$ cat config.mk
export PLATFORM = sky130hd
export DESIGN_NAME = branch_resolve_unit
export DESIGN_NICKNAME = d
export VERILOG_FILES = /design/src/rtl/branch_resolve_unit.sv
export SDC_FILE = /design/constraint.sdc
export NUM_CORES = 1
export LEC_CHECK = 0
export CORE_AREA = 2 2 281 393
export CTS_CLUSTER_DIAMETER = 30
export DETAILED_ROUTE_END_ITERATION = 7
export DIE_AREA = 0 0 283 395
export SYNTH_ARGS = -nofsm -noshare
export SYNTH_HDL_FRONTEND = slang
export SYNTH_SLANG_ARGS = --single-unit
$ cat constraint.sdc
create_clock -name clk -period 6.4 [get_ports clk]
set_input_delay 0.64 -clock clk [delete_from_list [all_inputs] [get_ports clk]]
set_output_delay 0.64 -clock clk [all_outputs]
set_load 0.05 [all_outputs]
$ cat src/rtl/branch_resolve_unit.sv
// Branch resolve unit: tracks in-flight fetch predictions, checks them at resolve time,
// and issues BTB write commands plus redirect/flush on a mispredict.
module branch_resolve_unit #(
    parameter int DEPTH        = 4,
    parameter int LOWER        = 5,
    parameter int FLUSH_CYCLES = 2
) (
    input  logic              clk,
    input  logic              arst_n,
    input  logic              fetch_valid,
    input  logic [63:0]       fetch_pc,
    input  logic [63:0]       fetch_pred_pc,
    output logic              fetch_ready,
    input  logic              resolve_valid,
    input  logic              resolve_is_branch,
    input  logic              resolve_taken,
    input  logic              resolve_is_jump,
    input  logic [63:0]       resolve_target,
    output logic              btb_we,
    output logic [LOWER-1:0]  btb_index,
    output logic [63-LOWER:0] btb_tag,
    output logic [63:0]       btb_target,
    output logic              redirect_valid,
    output logic [63:0]       redirect_pc,
    output logic              flush,
    output logic [31:0]       mispredict_count,
    output logic              err_underflow
);

    localparam int PTR_W = (DEPTH > 1) ? $clog2(DEPTH) : 1;
    localparam int CNT_W = PTR_W + 1;
    localparam int FC_W  = (FLUSH_CYCLES > 1) ? $clog2(FLUSH_CYCLES + 1) : 1;

    localparam logic [0:0] ST_RUN   = 1'b0;
    localparam logic [0:0] ST_FLUSH = 1'b1;

    localparam logic [CNT_W-1:0] DEPTH_C    = CNT_W'(DEPTH);
    localparam logic [CNT_W-1:0] CNT_ONE    = CNT_W'(1);
    localparam logic [PTR_W-1:0] PTR_ONE    = PTR_W'(1);
    localparam logic [FC_W-1:0]  FLUSH_LOAD = FC_W'(FLUSH_CYCLES - 1);
    localparam logic [FC_W-1:0]  FC_ONE     = FC_W'(1);

    logic [0:0]        state_q, state_d;
    logic [FC_W-1:0]   fcnt_q, fcnt_d;
    logic [PTR_W-1:0]  wr_ptr_q, wr_ptr_d;
    logic [PTR_W-1:0]  rd_ptr_q, rd_ptr_d;
    logic [CNT_W-1:0]  count_q, count_d;
    logic [63:0]       pc_mem_q   [DEPTH];
    logic [63:0]       pred_mem_q [DEPTH];

    logic              btb_we_q, btb_we_d;
    logic [LOWER-1:0]  btb_index_q, btb_index_d;
    logic [63-LOWER:0] btb_tag_q, btb_tag_d;
    logic [63:0]       btb_target_q, btb_target_d;
    logic              redirect_valid_q, redirect_valid_d;
    logic [63:0]       redirect_pc_q, redirect_pc_d;
    logic              flush_q, flush_d;
    logic [31:0]       mispredict_count_q, mispredict_count_d;
    logic              err_underflow_q, err_underflow_d;

    logic              push_s;
    logic              pop_s;
    logic              mem_we_s;
    logic              taken_s;
    logic              mispredict_s;
    logic              upd_set_s;
    logic              upd_clear_s;
    logic [63:0]       head_pc_s;
    logic [63:0]       head_pred_s;
    logic [63:0]       actual_next_s;
    logic [63:0]       predicted_next_s;

    assign fetch_ready = (state_q == ST_RUN) && (count_q < DEPTH_C);

    // Resolve-side decode: head entry, next-PC comparison and BTB update class.
    always_comb begin
        head_pc_s        = pc_mem_q[rd_ptr_q];
        head_pred_s      = pred_mem_q[rd_ptr_q];
        push_s           = fetch_valid & fetch_ready;
        pop_s            = (state_q == ST_RUN) & resolve_valid & (count_q != {CNT_W{1'b0}});
        taken_s          = resolve_is_jump | (resolve_is_branch & resolve_taken);
        actual_next_s    = taken_s ? resolve_target : (head_pc_s + 64'd4);
        predicted_next_s = (head_pred_s != 64'd0) ? head_pred_s : (head_pc_s + 64'd4);
        mispredict_s     = pop_s & (actual_next_s != predicted_next_s);
        upd_set_s        = 1'b0;
        upd_clear_s      = 1'b0;
        if (taken_s) begin
            upd_set_s = (head_pred_s != resolve_target);
        end else if (resolve_is_branch) begin
            upd_clear_s = (head_pred_s != 64'd0);
        end else begin
            upd_set_s   = 1'b0;
            upd_clear_s = 1'b0;
        end
        // A mispredict squashes the whole FIFO, including a same-cycle push.
        mem_we_s = push_s & ~mispredict_s;
    end

    // FIFO pointer/occupancy update.
    always_comb begin
        wr_ptr_d = wr_ptr_q;
        rd_ptr_d = rd_ptr_q;
        count_d  = count_q;
        if (mispredict_s) begin
            wr_ptr_d = {PTR_W{1'b0}};
            rd_ptr_d = {PTR_W{1'b0}};
            count_d  = {CNT_W{1'b0}};
        end else begin
            if (push_s) begin
                wr_ptr_d = wr_ptr_q + PTR_ONE;
            end else begin
                wr_ptr_d = wr_ptr_q;
            end
            if (pop_s) begin
                rd_ptr_d = rd_ptr_q + PTR_ONE;
            end else begin
                rd_ptr_d = rd_ptr_q;
            end
            case ({push_s, pop_s})
                2'b10:   count_d = count_q + CNT_ONE;
                2'b01:   count_d = count_q - CNT_ONE;
                default: count_d = count_q;
            endcase
        end
    end

    // RUN/FLUSH control with the flush down-counter.
    always_comb begin
        state_d = state_q;
        fcnt_d  = fcnt_q;
        case (state_q)
            ST_RUN: begin
                if (mispredict_s) begin
                    state_d = ST_FLUSH;
                    fcnt_d  = FLUSH_LOAD;
                end else begin
                    state_d = ST_RUN;
                end
            end
            ST_FLUSH: begin
                if (fcnt_q == {FC_W{1'b0}}) begin
                    state_d = ST_RUN;
                end else begin
                    fcnt_d = fcnt_q - FC_ONE;
                end
            end
            default: begin
                state_d = ST_RUN;
                fcnt_d  = {FC_W{1'b0}};
            end
        endcase
    end

    // Registered BTB command, redirect, status and counters.
    always_comb begin
        btb_we_d           = pop_s & (upd_set_s | upd_clear_s);
        btb_index_d        = btb_index_q;
        btb_tag_d          = btb_tag_q;
        btb_target_d       = btb_target_q;
        redirect_valid_d   = mispredict_s;
        redirect_pc_d      = redirect_pc_q;
        flush_d            = (state_d == ST_FLUSH);
        mispredict_count_d = mispredict_count_q;
        err_underflow_d    = err_underflow_q;
        if (btb_we_d) begin
            btb_index_d  = head_pc_s[LOWER-1:0];
            btb_tag_d    = head_pc_s[63:LOWER];
            btb_target_d = upd_set_s ? resolve_target : 64'd0;
        end else begin
            btb_target_d = btb_target_q;
        end
        if (mispredict_s) begin
            redirect_pc_d = actual_next_s;
            if (mispredict_count_q != 32'hFFFF_FFFF) begin
                mispredict_count_d = mispredict_count_q + 32'd1;
            end else begin
                mispredict_count_d = mispredict_count_q;
            end
        end else begin
            redirect_pc_d = redirect_pc_q;
        end
        if ((state_q == ST_RUN) && resolve_valid && (count_q == {CNT_W{1'b0}})) begin
            err_underflow_d = 1'b1;
        end else begin
            err_underflow_d = err_underflow_q;
        end
    end

    // State flops.
    always_ff @(posedge clk or negedge arst_n) begin
        if (!arst_n) begin
            state_q            <= ST_RUN;
            fcnt_q             <= {FC_W{1'b0}};
            wr_ptr_q           <= {PTR_W{1'b0}};
            rd_ptr_q           <= {PTR_W{1'b0}};
            count_q            <= {CNT_W{1'b0}};
            btb_we_q           <= 1'b0;
            btb_index_q        <= {LOWER{1'b0}};
            btb_tag_q          <= {(64-LOWER){1'b0}};
            btb_target_q       <= 64'd0;
            redirect_valid_q   <= 1'b0;
            redirect_pc_q      <= 64'd0;
            flush_q            <= 1'b0;
            mispredict_count_q <= 32'd0;
            err_underflow_q    <= 1'b0;
        end else begin
            state_q            <= state_d;
            fcnt_q             <= fcnt_d;
            wr_ptr_q           <= wr_ptr_d;
            rd_ptr_q           <= rd_ptr_d;
            count_q            <= count_d;
            btb_we_q           <= btb_we_d;
            btb_index_q        <= btb_index_d;
            btb_tag_q          <= btb_tag_d;
            btb_target_q       <= btb_target_d;
            redirect_valid_q   <= redirect_valid_d;
            redirect_pc_q      <= redirect_pc_d;
            flush_q            <= flush_d;
            mispredict_count_q <= mispredict_count_d;
            err_underflow_q    <= err_underflow_d;
        end
    end

    // FIFO storage.
    always_ff @(posedge clk or negedge arst_n) begin
        if (!arst_n) begin
            for (int i = 0; i < DEPTH; i++) begin
                pc_mem_q[i]   <= 64'd0;
                pred_mem_q[i] <= 64'd0;
            end
        end else if (mem_we_s) begin
            pc_mem_q[wr_ptr_q]   <= fetch_pc;
            pred_mem_q[wr_ptr_q] <= fetch_pred_pc;
        end
    end

    assign btb_we           = btb_we_q;
    assign btb_index        = btb_index_q;
    assign btb_tag          = btb_tag_q;
    assign btb_target       = btb_target_q;
    assign redirect_valid   = redirect_valid_q;
    assign redirect_pc      = redirect_pc_q;
    assign flush            = flush_q;
    assign mispredict_count = mispredict_count_q;
    assign err_underflow    = err_underflow_q;

endmodule

== Word-level counts from Yosys, hierarchy flattened ==
Index checks and enable logic that the tools add are counted.

* $add $sub $neg: 7
* Multiply operators: 0
* Divide/modulo/power cells: 0
* Order comparisons: 4
* Equal/unequal tests: 7
* Shift-type cells: 0
* Multiplexer cells: 28
* Bitwise logic cells: 13
* Reductions and logical operators: 13

{| class="wikitable"
|+ Operator list
! cell !! number
|-
| bitwise mux 256 bit || 2
|-
| two-way mux 64 bit || 8
|-
| binary-select mux 64 bit (select 2 bit) || 2
|-
| demux 64 bit (select 2 bit) || 1
|-
| inequality test 64 bit || 2
|-
| adder 64 x 3 -> 64 bit, second input constant || 1
|-
| nonzero test 64 bit || 1
|-
| adder 32 x 1 -> 32 bit, second input constant || 1
|-
| inequality test 32 bit, second input constant || 1
|-
| two-way mux 2 bit || 6
|-
| bitwise AND 1 bit || 7
|-
| >= comparator 3 bit, second input constant || 2
|-
| NOT 2 -> 3 bit || 2
|-
| one-hot mux 3 bit (2 select lines) || 1
|-
| nonzero test 3 bit || 2
|-
| two-way mux 1 bit || 5
|-
| adder 2 x 1 -> 2 bit, second input constant || 2
|-
| logical AND 1 bit || 4
|-
| inequality test 2 bit, second input constant || 2
|-
| one-hot mux 2 bit (2 select lines) || 1
|-
| AND reduction 2 bit || 2
|-
| nonzero test 2 bit || 2
|-
| adder 3 x 1 -> 3 bit, second input constant || 1
|-
| logical NOT 3 bit || 1
|-
| other kinds (11) || 13
|}

* Register bits after elaboration: 749
* Latch bits: 0
* Bits in writable memories: 0
* Memory bits (read-only): 0
* Input bits: 199
* Output and inout port bits: 229
* Word-level logic and storage cells: 93
* Memories kept: 0

== Longest topological paths before layout ==
Gate-level depths: netlist (run 1).

* Depth in word-level cells: 10
* Mapped depth: 26
* Gate-level depth less buffers: 15

== Worst setup path before layout (run 1) ==
No wires, ideal clock.

* Path kind: flip-flop to flip-flop
* From: register rd_ptr_q[0]
* To: register pc_mem_q[181] in the netlist's numbering
* Library setup time: 0.128 ns
* Arrival: 5.571 ns
* Data required time: 6.272 ns
* Setup slack: 0.701 ns
* Cell stages (with the launch flop): 25
* Path buffers: 9
* Clock period less this slack: 5.699 ns
* Path through: dfrtp_1 -> buf_6 -> buf_6 -> buf_6 -> buf_6 -> buf_6 -> mux4_2 -> buf_2 -> ha_1 -> nand2_1 -> o2bb2ai_1 -> nand3_1 -> or4_1 -> nor4_1 -> xnor2_1 -> mux2i_1 -> o2111ai_1 -> or4_1 -> and4bb_1 -> nand4_1 -> buf_2 -> a21oi_2 -> buf_6 -> buf_4 -> mux2_1

* Word-level cells in the longest chain between the ends: 10
* Elaborated cells on any way between the ends: 15
* Those cells by class: add/sub: 1; eq/ne: 1; mux: 8; bitwise: 4; reduce/logical: 1

{| class="wikitable"
|+ RTL lines
! element !! line !! RTL
|-
| start, declared || 46 || <nowiki>logic [PTR_W-1:0] rd_ptr_q, rd_ptr_d;</nowiki>
|-
| start signal, assigned || 195 || <nowiki>rd_ptr_q <= {PTR_W{1'b0}};</nowiki>
|-
| start signal, assigned || 210 || <nowiki>rd_ptr_q <= rd_ptr_d;</nowiki>
|-
| NOT 2 -> 3 bit (implied by the code) * || 77 || <nowiki>head_pc_s = pc_mem_q[rd_ptr_q];</nowiki>
|-
| binary-select mux 64 bit (select 2 bit) * || 77 ||
|-
| two-way mux 64 bit (implied by the code) * (2 in series) || 77 ||
|-
| via head_pc_s[2] || 68 || <nowiki>logic [63:0] head_pc_s;</nowiki>
|-
| adder 64 x 3 -> 64 bit * || 82, 83 ||
|-
| two-way mux 64 bit, on equally long branches || 82, 83 ||
|-
| inequality test 64 bit * || 84 || <nowiki>mispredict_s = pop_s & (actual_next_s != predicted_next_s);</nowiki>
|-
| bitwise AND 1 bit * || 84 ||
|-
| NOT 1 bit * || 96 || <nowiki>mem_we_s = push_s & ~mispredict_s;</nowiki>
|-
| bitwise AND 1 bit * || 96 ||
|-
| end signal, assigned by index || 232 || <nowiki>pc_mem_q[wr_ptr_q] <= fetch_pc;</nowiki>
|-
| end, declared || 48 || <nowiki>logic [63:0] pc_mem_q [DEPTH];</nowiki>
|}

The timed path passes the listed nets; every way through them passes the cells marked *. The select of a mux whose other input is x is not followed.
A chain may end at the register's enable or synchronous reset.

== Worst setup path in the final report (run 1) ==
* From: register rd_ptr_q[0]
* To: register pred_mem_q[116] in the netlist's numbering

* Word-level cells in the longest chain between the ends: 10
* Elaborated cells on any way between the ends: 15
* Those cells by class: add/sub: 1; eq/ne: 1; mux: 8; bitwise: 4; reduce/logical: 1

{| class="wikitable"
|+ RTL lines
! element !! line !! RTL
|-
| NOT 2 -> 3 bit (implied by the code) * || 77, 78 ||
|-
| binary-select mux 64 bit (select 2 bit), on equally long branches || 77, 78 ||
|-
| two-way mux 64 bit, on equally long branches (2 in series) || 77, 78 ||
|-
| adder 64 x 3 -> 64 bit / nonzero test 64 bit (equally long branches) || 82, 83 ||
|-
| two-way mux 64 bit, on equally long branches || 82, 83 ||
|-
| inequality test 64 bit * || 84 ||
|-
| bitwise AND 1 bit * || 84 ||
|-
| NOT 1 bit * || 96 ||
|-
| bitwise AND 1 bit * || 96 ||
|-
| end signal, assigned by index || 233 || <nowiki>pred_mem_q[wr_ptr_q] <= fetch_pred_pc;</nowiki>
|-
| end, declared || 49 || <nowiki>logic [63:0] pred_mem_q [DEPTH];</nowiki>
|}

Mark *: on every way between the ends. The rest lies on a longest branch, timed or not. The select of a mux whose other input is x is not followed.

==> results of run 1 <==
[power by group through the flow]
stage	combinational (mW)	clock, mW	sequential (mW)
floorplan	5.04	0	9.94
global placement	11.5	0	8.12
detailed placement	11.7	0	8.22
CTS	11.7	7.56	8.16
global route	12.2	7.81	8.44
finish	11.8	7.42	8.18
[cell families (layout without fill, tap and decap cells)]
family                   Yosys count  count (layout)
AND/OR/NAND/NOR                  804             804
multiplexers                     763             763
flip-flops                       749             749
AO/OA/AOI/OAI                    278             278
buffers and inverters            212             918
XOR/XNOR                         177             177
adder cells (fa/ha/maj)            8               8
other                              0              11
[registers in the layout, summed over array words and instances, names as in the netlist]
register          count
pc_mem_q            256
redirect_valid        1
pred_mem_q          256
flush                 1
btb_we                1
btb_tag              59
err_underflow         1
count_q               3
rd_ptr_q              2
redirect_pc          64
wr_ptr_q              2
btb_index             5
btb_target           64
fcnt_q                2
mispredict_count     32
[cells in the mapped netlist, types with 8 or more instances]
cell      number  area (um^2)
dfrtp_1      749        18700
mux2_1       464         5230
nand2_1      274         1030
mux2_2       164         1850
mux4_2       127         2860
nand3_1      118          591
xnor2_1      107          937
nor2_1        82          308
o21ai_0       82          410
xor2_1        68          596
clkbuf_1      62          233
nor4_1        55          344
nand4_1       54          338
nor3_1        47          235
buf_6         45          507
buf_2         43          215
a21oi_1       38          190
nand2b_1      37          231
inv_1         35          131
and3_1        25          156
nor2b_1       25          156
o22ai_1       17          106
a31oi_1       16          100
and4_1        16          140
or4_1         15          113
and2_1        14         87.6
buf_4         14          105
buf_1         13         48.8
o31ai_1       11         82.6
or3_1         11         68.8
o21bai_1      10         75.1
mux2i_1        8         80.1
[tightest hold or removal path: stages (launching register included)]
cell     delay, ps
dfrtp_1        330
nand2_1         50
nand2_1         50
[per-stage QoR]
| step | setup slack [ps] | hold slack [ps] | instances | power (mW) | util |
|---|---|---|---|---|---|
| 6_report | 162 | 457 | 5158 | 27.4 | 0.459 |
| 5_1_grt | 7.03 | 480 | 5152 | 28.5 | 0.459 |
| 4_1_cts | 150 | 463 | 5147 | 27.4 | 0.459 |
| 3_5_place_dp | 167 | 454 | 4895 | 19.9 | 0.414 |
| 3_3_place_gp | 191 | 448 | 4895 | 19.6 | 0.414 |
| 2_1_floorplan | 701 | 344 | 2991 | 15.0 | - |
[per-layer routing]
metal  share of wire  vias to the layer above  wire, um
met3           0.065                      374      9350
met1            0.39                    14600     56300
li1                -                    12200         -
met5         0.00083                        -       118
met2            0.48                     1170     68200
met4           0.063                       18      8960
[worst max-delay path by stage]
stage          depth (start not counted)                           to  slack [ps]                    start
3_3_place_gp                          19    pc_mem_q[211]$_DFFE_PN0P_         190  rd_ptr_q[0]$_DFFE_PN0P_
3_5_place_dp                          19  pred_mem_q[129]$_DFFE_PN0P_         170  rd_ptr_q[0]$_DFFE_PN0P_
6_report                              19  pred_mem_q[116]$_DFFE_PN0P_         160  rd_ptr_q[0]$_DFFE_PN0P_
5_1_grt                               19  pred_mem_q[118]$_DFFE_PN0P_           7  rd_ptr_q[0]$_DFFE_PN0P_
2_1_floorplan                         24    pc_mem_q[181]$_DFFE_PN0P_         700  rd_ptr_q[0]$_DFFE_PN0P_
4_1_cts                               19  pred_mem_q[129]$_DFFE_PN0P_         150  rd_ptr_q[0]$_DFFE_PN0P_
[final cells by class]
| cell class | count | area [um^2] |
|---|---|---|
| tap | 1450 | 1810 |
| clock buffer | 184 | 3850 |
| inverter | 35 | 131 |
| clock inverter | 67 | 982 |
| sequential | 749 | 18800 |
| timing repair buffer | 632 | 6410 |
| antenna | 11 | 27.5 |
| multi-input combinational | 2030 | 17800 |
| fill | 9894 | 58500 |
[repair_timing]
item	in CTS	in global routing
resized for setup	0	7
endpoints found under the hold margin	39	0
endpoints found under the setup margin	0	499
hold buffers	1	0
==> qor.csv, run 1 <==
stage,metric,value,unit
critical_path,Reg2Reg Depth,19,
floorplan,die area,112000,um^2
layout,Final Instance Area,49700,um^2
critical_path,family with the most delay on the worst path,simple AND/OR/NAND/NOR gates,
sta,RSZ-0062 raised after global routing,false,
clock_network,clk root buf,clkbuf_16,
synthesis,"Cell Area, Synth",37600,um^2
critical_path,most frequent cell on the critical path,buf_12,
sta,setup TNS,0,ps
critical_path,slowest CP cell,or3_1,
pwr,sequential fraction of design power,0.299,
critical_path,Crit. End Element,register,
layout,most frequent cells in the layout,"dfrtp_1 (747), mux2_1 (464), clkdlybuf4s50_1 (426), nand2_1 (273), mux2_2 (164)",
global_routing,busiest grt layer,met2,
drt,Pre-antenna DRT Iters,6,
pwr,combinational power share,0.430,
synthesis,"Top FF cell, synth",dfrtp_1,
clock_network,clk buf depth,3,
drt,routed wire length,143000,um
run_status,status,"complete, no violations",
sta,final setup fails,0,
worst_hold_path,Hold WC Path Type,reg2reg,
flow_run,max cap viols,0,
global_routing,pin count of the biggest net entering global routing,188,
global_routing,met3 usage,0.0606,
clock_network,total CTS buffers,139,
worst_hold_path,hold path startpoint,btb_target[53]$_DFFE_PN0P_,
clock_network,clk sinks,749,
critical_path,CP cell instances,buf_12 -> buf_12 -> buf_4 -> mux4_2 -> and4_1 -> nand3_1 -> or3_1 -> xnor2_1 -> nor3_1 -> a31oi_1 -> nand4_1 -> or4_1 -> and4bb_1 -> nand4_1 -> buf_4 -> a21oi_4 -> buf_12 -> buf_12 -> mux2_1,
synthesis,sequential share of the synthesized area,0.498,
global_routing,M2 GR Usage,0.412,
layout,"most common cell after layout, fill and taps aside",dfrtp_1,
floorplan,overall die width,283,um
global_routing,Total GRT Usage,0.254,
sta,Max Clk Rate,160,MHz
sta,Worst Max-Slew Pin Slew,1170,ps
place,RD Place Congestion,1.02,
synthesis,synthesized-area fraction occupied by adder cells,0.00286,
drt,Post-DRT Antenna Nets,0,
global_routing,vias in the first global route,29100,
critical_path,worst-path fanout max,23,
synthesis,Post-synth ARST share,1.00,
sta,Rel. slew slack,0.215,
pwr,switch share,0.402,
synthesis,simple-gate portion of the synthesized area,0.108,
clock_network,CTS tree,built,
critical_path,Worst Path Arrival,6840,ps
critical_path,WP data required,7000,ps
worst_hold_path,Hold Crit Depth,2,
pwr,P per Cell Area,550,nW/um^2
sta,"Hold Violations, Final",0,
synthesis,syn_area_per_cell,12.6,um^2
layout,Nets,3794,
synthesis,number of synthesized flops with an enable pin,0,
floorplan,Die Y,395,um
critical_path,Crit Path Category,reg2reg,
critical_path,Worst Path Buf+Inv,6,
global_routing,GRT met1 Usage,0.306,
drt,routed len/inst,27.7,um
sta,min cycle time layout,6240,ps
critical_path,reg-to-reg critical path startpoint,rd_ptr_q[0]$_DFFE_PN0P_,
floorplan,# rows,143,
pwr,clock share of power,0.271,
worst_hold_path,hold path endpoint,btb_target[53]$_DFFE_PN0P_,
floorplan,core footprint,108000,um^2
synthesis,post-synthesis compound-gate area fraction,0.0503,
sta,Final period util,0.975,
critical_path,CP peak stage delay,600,ps
sta,Final Skew,42.2,ps
layout,share of layout cells above drive strength 1,0.204,
global_routing,gr ovfl total,0,
drt,initial DRC count,2364,
drt,detailed-route via count,28400,
synthesis,multiplexer share of the synthesized area,0.266,
synthesis,Mapped Nets,3198,
global_routing,initial antenna violation count,20,
synthesis,number of synthesized register bits,749,
critical_path,CP Launch Type,register,
synthesis,largest family of logic cells by synthesized area,multiplexers,
floorplan,# IOs,428,
clock_network,setup bufs post-CTS,0,
global_routing,first-pass GRT wire length,207000,um
clock_network,Worst-path clk slew,50,ps
floorplan,initial core utilization,0.348,
pwr,Net Sw Power,11.0,mW
place,IO Port Bufs,427,
place,DP Area,44800,um^2
critical_path,worst r2r dst,pred_mem_q[116]$_DFFE_PN0P_,
critical_path,register-to-register setup slack,160,ps
pwr,Lkg Pwr,20.7,nW
drt,detail-routed via count per cell,5.51,
synthesis,Post-Synth XOR/XNOR Area,0.0420,
clock_network,Worst-Skew Late Latency,760,ps
synthesis,Syn Inst Count,2991,
sta,fin. max-slew vios,0,
synthesis,synth warn,0,
synthesis,"Distinct cells, synth",88,
pwr,Int Power,16.4,mW
pwr,Worst IR Drop VDD,0.380,mV
drt,DRC Markers,0,
clock_network,H-tree Lvls,4,
layout,Synth-to-Final Area Change,32.1,%
place,Detailed Place HPWL,111000,um
(Power assumes the default switching activity.)
==> run 2, diff against run 1 <==
==> config.mk (replaced) <==
export PLATFORM = sky130hd
export DESIGN_NAME = branch_resolve_unit
export DESIGN_NICKNAME = d
export VERILOG_FILES = /design/src/rtl/branch_resolve_unit.sv
export SDC_FILE = /design/constraint.sdc
export NUM_CORES = 1
export LEC_CHECK = 0
export CORE_AREA = 2 2 235 330
export CTS_CLUSTER_DIAMETER = 100
export DETAILED_ROUTE_END_ITERATION = 7
export DIE_AREA = 0 0 237 332
export PLACE_DENSITY = 0.72
export SYNTH_ARGS = -nofsm -noshare
export SYNTH_HDL_FRONTEND = slang
export SYNTH_SLANG_ARGS = --single-unit
==> run 2 against run 1 <==
Against the previous run:
- the run now ends with hold timing left
- count of clock-buffer cells in the layout decreased by 77
- via count is 0.19% lower
- fmax decreased by 0.77%
- die area is 30% lower
- total power is 9.6% lower
- core utilization grew 17 points
- first-iteration DRC count decreased by 1.5%
- final cell count decreased by 10%
- clock skew down 16 ps
- sequential cell count stayed put
- non-clock buffer count is 79 higher
- critical path type unchanged
- critical endpoint is now pred_mem_q[197]$_DFFE_PN0P_
==> qor.csv, run 2 (same netlist as run 1, synthesis figures left out) <==
stage,metric,value,unit,change
pwr,Lkg Pwr,20.0,nW,-3.5%
run_status,failing checks,hold timing,,
global_routing,initial antenna violation count,5,,-75%
clock_network,CTS tree,built,,
layout,filler cell count in the final layout,5733,,-42%
layout,"most common cell after layout, fill and taps aside",dfrtp_1,,
pwr,Worst IR Drop VDD,0.409,mV,+7.6%
layout,largest registers,"pc_mem_q: 256 flops, pred_mem_q: 256 flops",,
layout,Nets,3806,,+0.32%
critical_path,WP data required,6920,ps,-80 ps
sta,Max Clk Rate,159,MHz,-0.77%
sta,Fin Hold WS,-33.8,ps,-491 ps
sta,min cycle time layout,6290,ps,+48.6 ps
clock_network,clk root buf,clkbuf_16,,
sta,Final Skew,26.0,ps,-16.2 ps
layout,FF+latch area,18800,um^2,unchanged
layout,share of layout cells above drive strength 1,0.201,,-0.00258
global_routing,Total GRT Usage,0.353,,+0.0990
layout,most frequent cells in the layout,"dfrtp_1 (747), mux2_1 (464), clkdlybuf4s50_1 (426), nand2_1 (273), buf_4 (244)",,
critical_path,CP Launch Type,register,,
drt,detailed-route via count,28400,,-0.19%
sta,Final period util,0.982,,+0.00759
sta,Rel. slew slack,0.154,,-0.0608
flow_run,max cap viols,0,,unchanged
pwr,P per Cell Area,522,nW/um^2,-5.1%
critical_path,Worst Path Buf+Inv,8,,+2
drt,detail-routed via count per cell,6.12,,+11%
critical_path,worst-path fanout max,30,,+30%
clock_network,H-tree Lvls,3,,-1
place,IO Port Bufs,427,,unchanged
sta,Worst Max-Slew Pin Slew,1260,ps,+90.6 ps
floorplan,die area,78700,um^2,-30%
global_routing,pin count of the biggest net entering global routing,168,,-11%
clock_network,Worst-Skew Late Latency,650,ps,-110 ps
drt,DRC Markers,0,,unchanged
critical_path,CP startpoint,rd_ptr_q[0]$_DFFE_PN0P_,,
critical_path,CP peak stage delay,570,ps,-30 ps
critical_path,Worst Path Arrival,6810,ps,-30 ps
clock_network,Worst-path clk slew,60,ps,about the same
floorplan,core footprint,75800,um^2,-30%
layout,Synth-to-Final Area Change,25.9,%,
place,pre-CTS setup slack,-122,ps,-289 ps
clock_network,clk sinks,749,,unchanged
sta,"Hold Violations, Final",3,,+3
floorplan,overall die width,237,um,-16%
drt,routed wire length,139000,um,-2.9%
critical_path,Crit. End Element,register,,
global_routing,vias in the first global route,29500,,+1.2%
sta,final setup fails,0,,unchanged
drt,routed len/inst,29.9,um,+8.0%
critical_path,most frequent cell on the critical path,buf_4,,
critical_path,family with the most delay on the worst path,simple AND/OR/NAND/NOR gates,,
place,Detailed Place HPWL,108000,um,-2.2%
clock_network,clk buf depth,3,,unchanged
sta,Final WS setup,113,ps,-48.6 ps
floorplan,Die Y,332,um,-16%
sta,fin. max-slew vios,0,,unchanged
drt,Pre-antenna DRT Iters,5,,-1
critical_path,register-to-register setup slack,110,ps,-50 ps
run_status,status,finished with violations,,
worst_hold_path,Hold WC Path Type,in2async,,
critical_path,slowest CP cell,dfrtp_4,,
drt,Post-DRT Antenna Nets,0,,unchanged
critical_path,reg-to-reg critical path startpoint,rd_ptr_q[0]$_DFFE_PN0P_,,
place,RD Place Congestion,1.05,,+2.3%
clock_network,total CTS buffers,72,,-48%
floorplan,initial core utilization,0.496,,+0.149
critical_path,Crit Path Category,reg2reg,,
global_routing,gr ovfl total,0,,unchanged
floorplan,# rows,120,,-16%
drt,initial DRC count,2329,,-1.5%
floorplan,# IOs,428,,unchanged
layout,area of the multi-input gates,17800,um^2,+0.46%
global_routing,first-pass GRT wire length,203000,um,-2.3%
critical_path,CP cell instances,buf_4 -> buf_4 -> mux4_2 -> ha_1 -> nor2b_2 -> o2bb2ai_2 -> buf_4 -> and3_1 -> nand4_1 -> buf_4 -> nor3_2 -> o21ai_0 -> a2111o_1 -> o311a_1 -> nor4_2 -> buf_4 -> and4bb_1 -> nand4_1 -> buf_4 -> a21oi_4 -> buf_12 -> buf_12 -> mux2_2,,
run 2: path summary, 6_finish.rpt:
check	cells past startpoint	end
setup / recovery	23	pred_mem_q[197]$_DFFE_PN0P_
hold / removal	1	btb_tag[22]$_DFFE_PN0P_
setup reg to reg	23	pred_mem_q[197]$_DFFE_PN0P_
hold reg to reg	2	btb_target[7]$_DFFE_PN0P_
max in group asynchronous	2	mispredict_count[18]$_DFFE_PN0P_
min in group clk	2	btb_target[7]$_DFFE_PN0P_
run 2: layout make-up:
type,count,area share
flip-flops and latches,749,0.396
clock inverters,23,0.00689
diodes,4,0.000211
multi-input cells,2030,0.377
clock buffers,107,0.0462
inverters,35,0.00277
well taps,976,0.0258
repair buffers,711,0.146
run 2: timing repair:
item / 4_1_cts / 5_1_grt
pin swaps: 1 / 3
hold buffers: 0 / 0
cloned: 0 / 0
buffers inserted: 4 / 3
setup endpoints to repair: 504 / 511
gates resized for setup: 4 / 16
run 2: metal layers:
metal  share of wire  GRT usage  routed length (um)  vias up
met2            0.48      0.582               66800     1171
met4           0.067      0.207                9340        2
met5        0.000094          0                  13        -
met3           0.054     0.0486                7520      305
met1            0.40      0.446               55000    14700
li1                -          -                   -    12200
run 2: where the power goes:
| part | leakage, nW | internal, mW | switching [mW] |
|---|---|---|---|
| logic | 9.53 | 4.78 | 7.20 |
| clock network | 1.22 | 2.59 | 1.90 |
| registers | 9.21 | 7.00 | 1.26 |
run 2: metrics by stage:
| step | util | area [um^2] | power [mW] | TNS, ps | instances |
|---|---|---|---|---|---|
| global placement | 0.589 | 44700 | 19.6 | -18680 | 4494 |
| finish | 0.625 | 47400 | 24.7 | 0 | 4635 |
| floorplan | - | 37600 | 15.0 | 0 | 2991 |
| global route | 0.625 | 47400 | 25.7 | -50.5 | 4635 |
| detailed placement | 0.589 | 44700 | 20.1 | -36050 | 4494 |
| CTS | 0.623 | 47200 | 24.7 | 0 | 4628 |
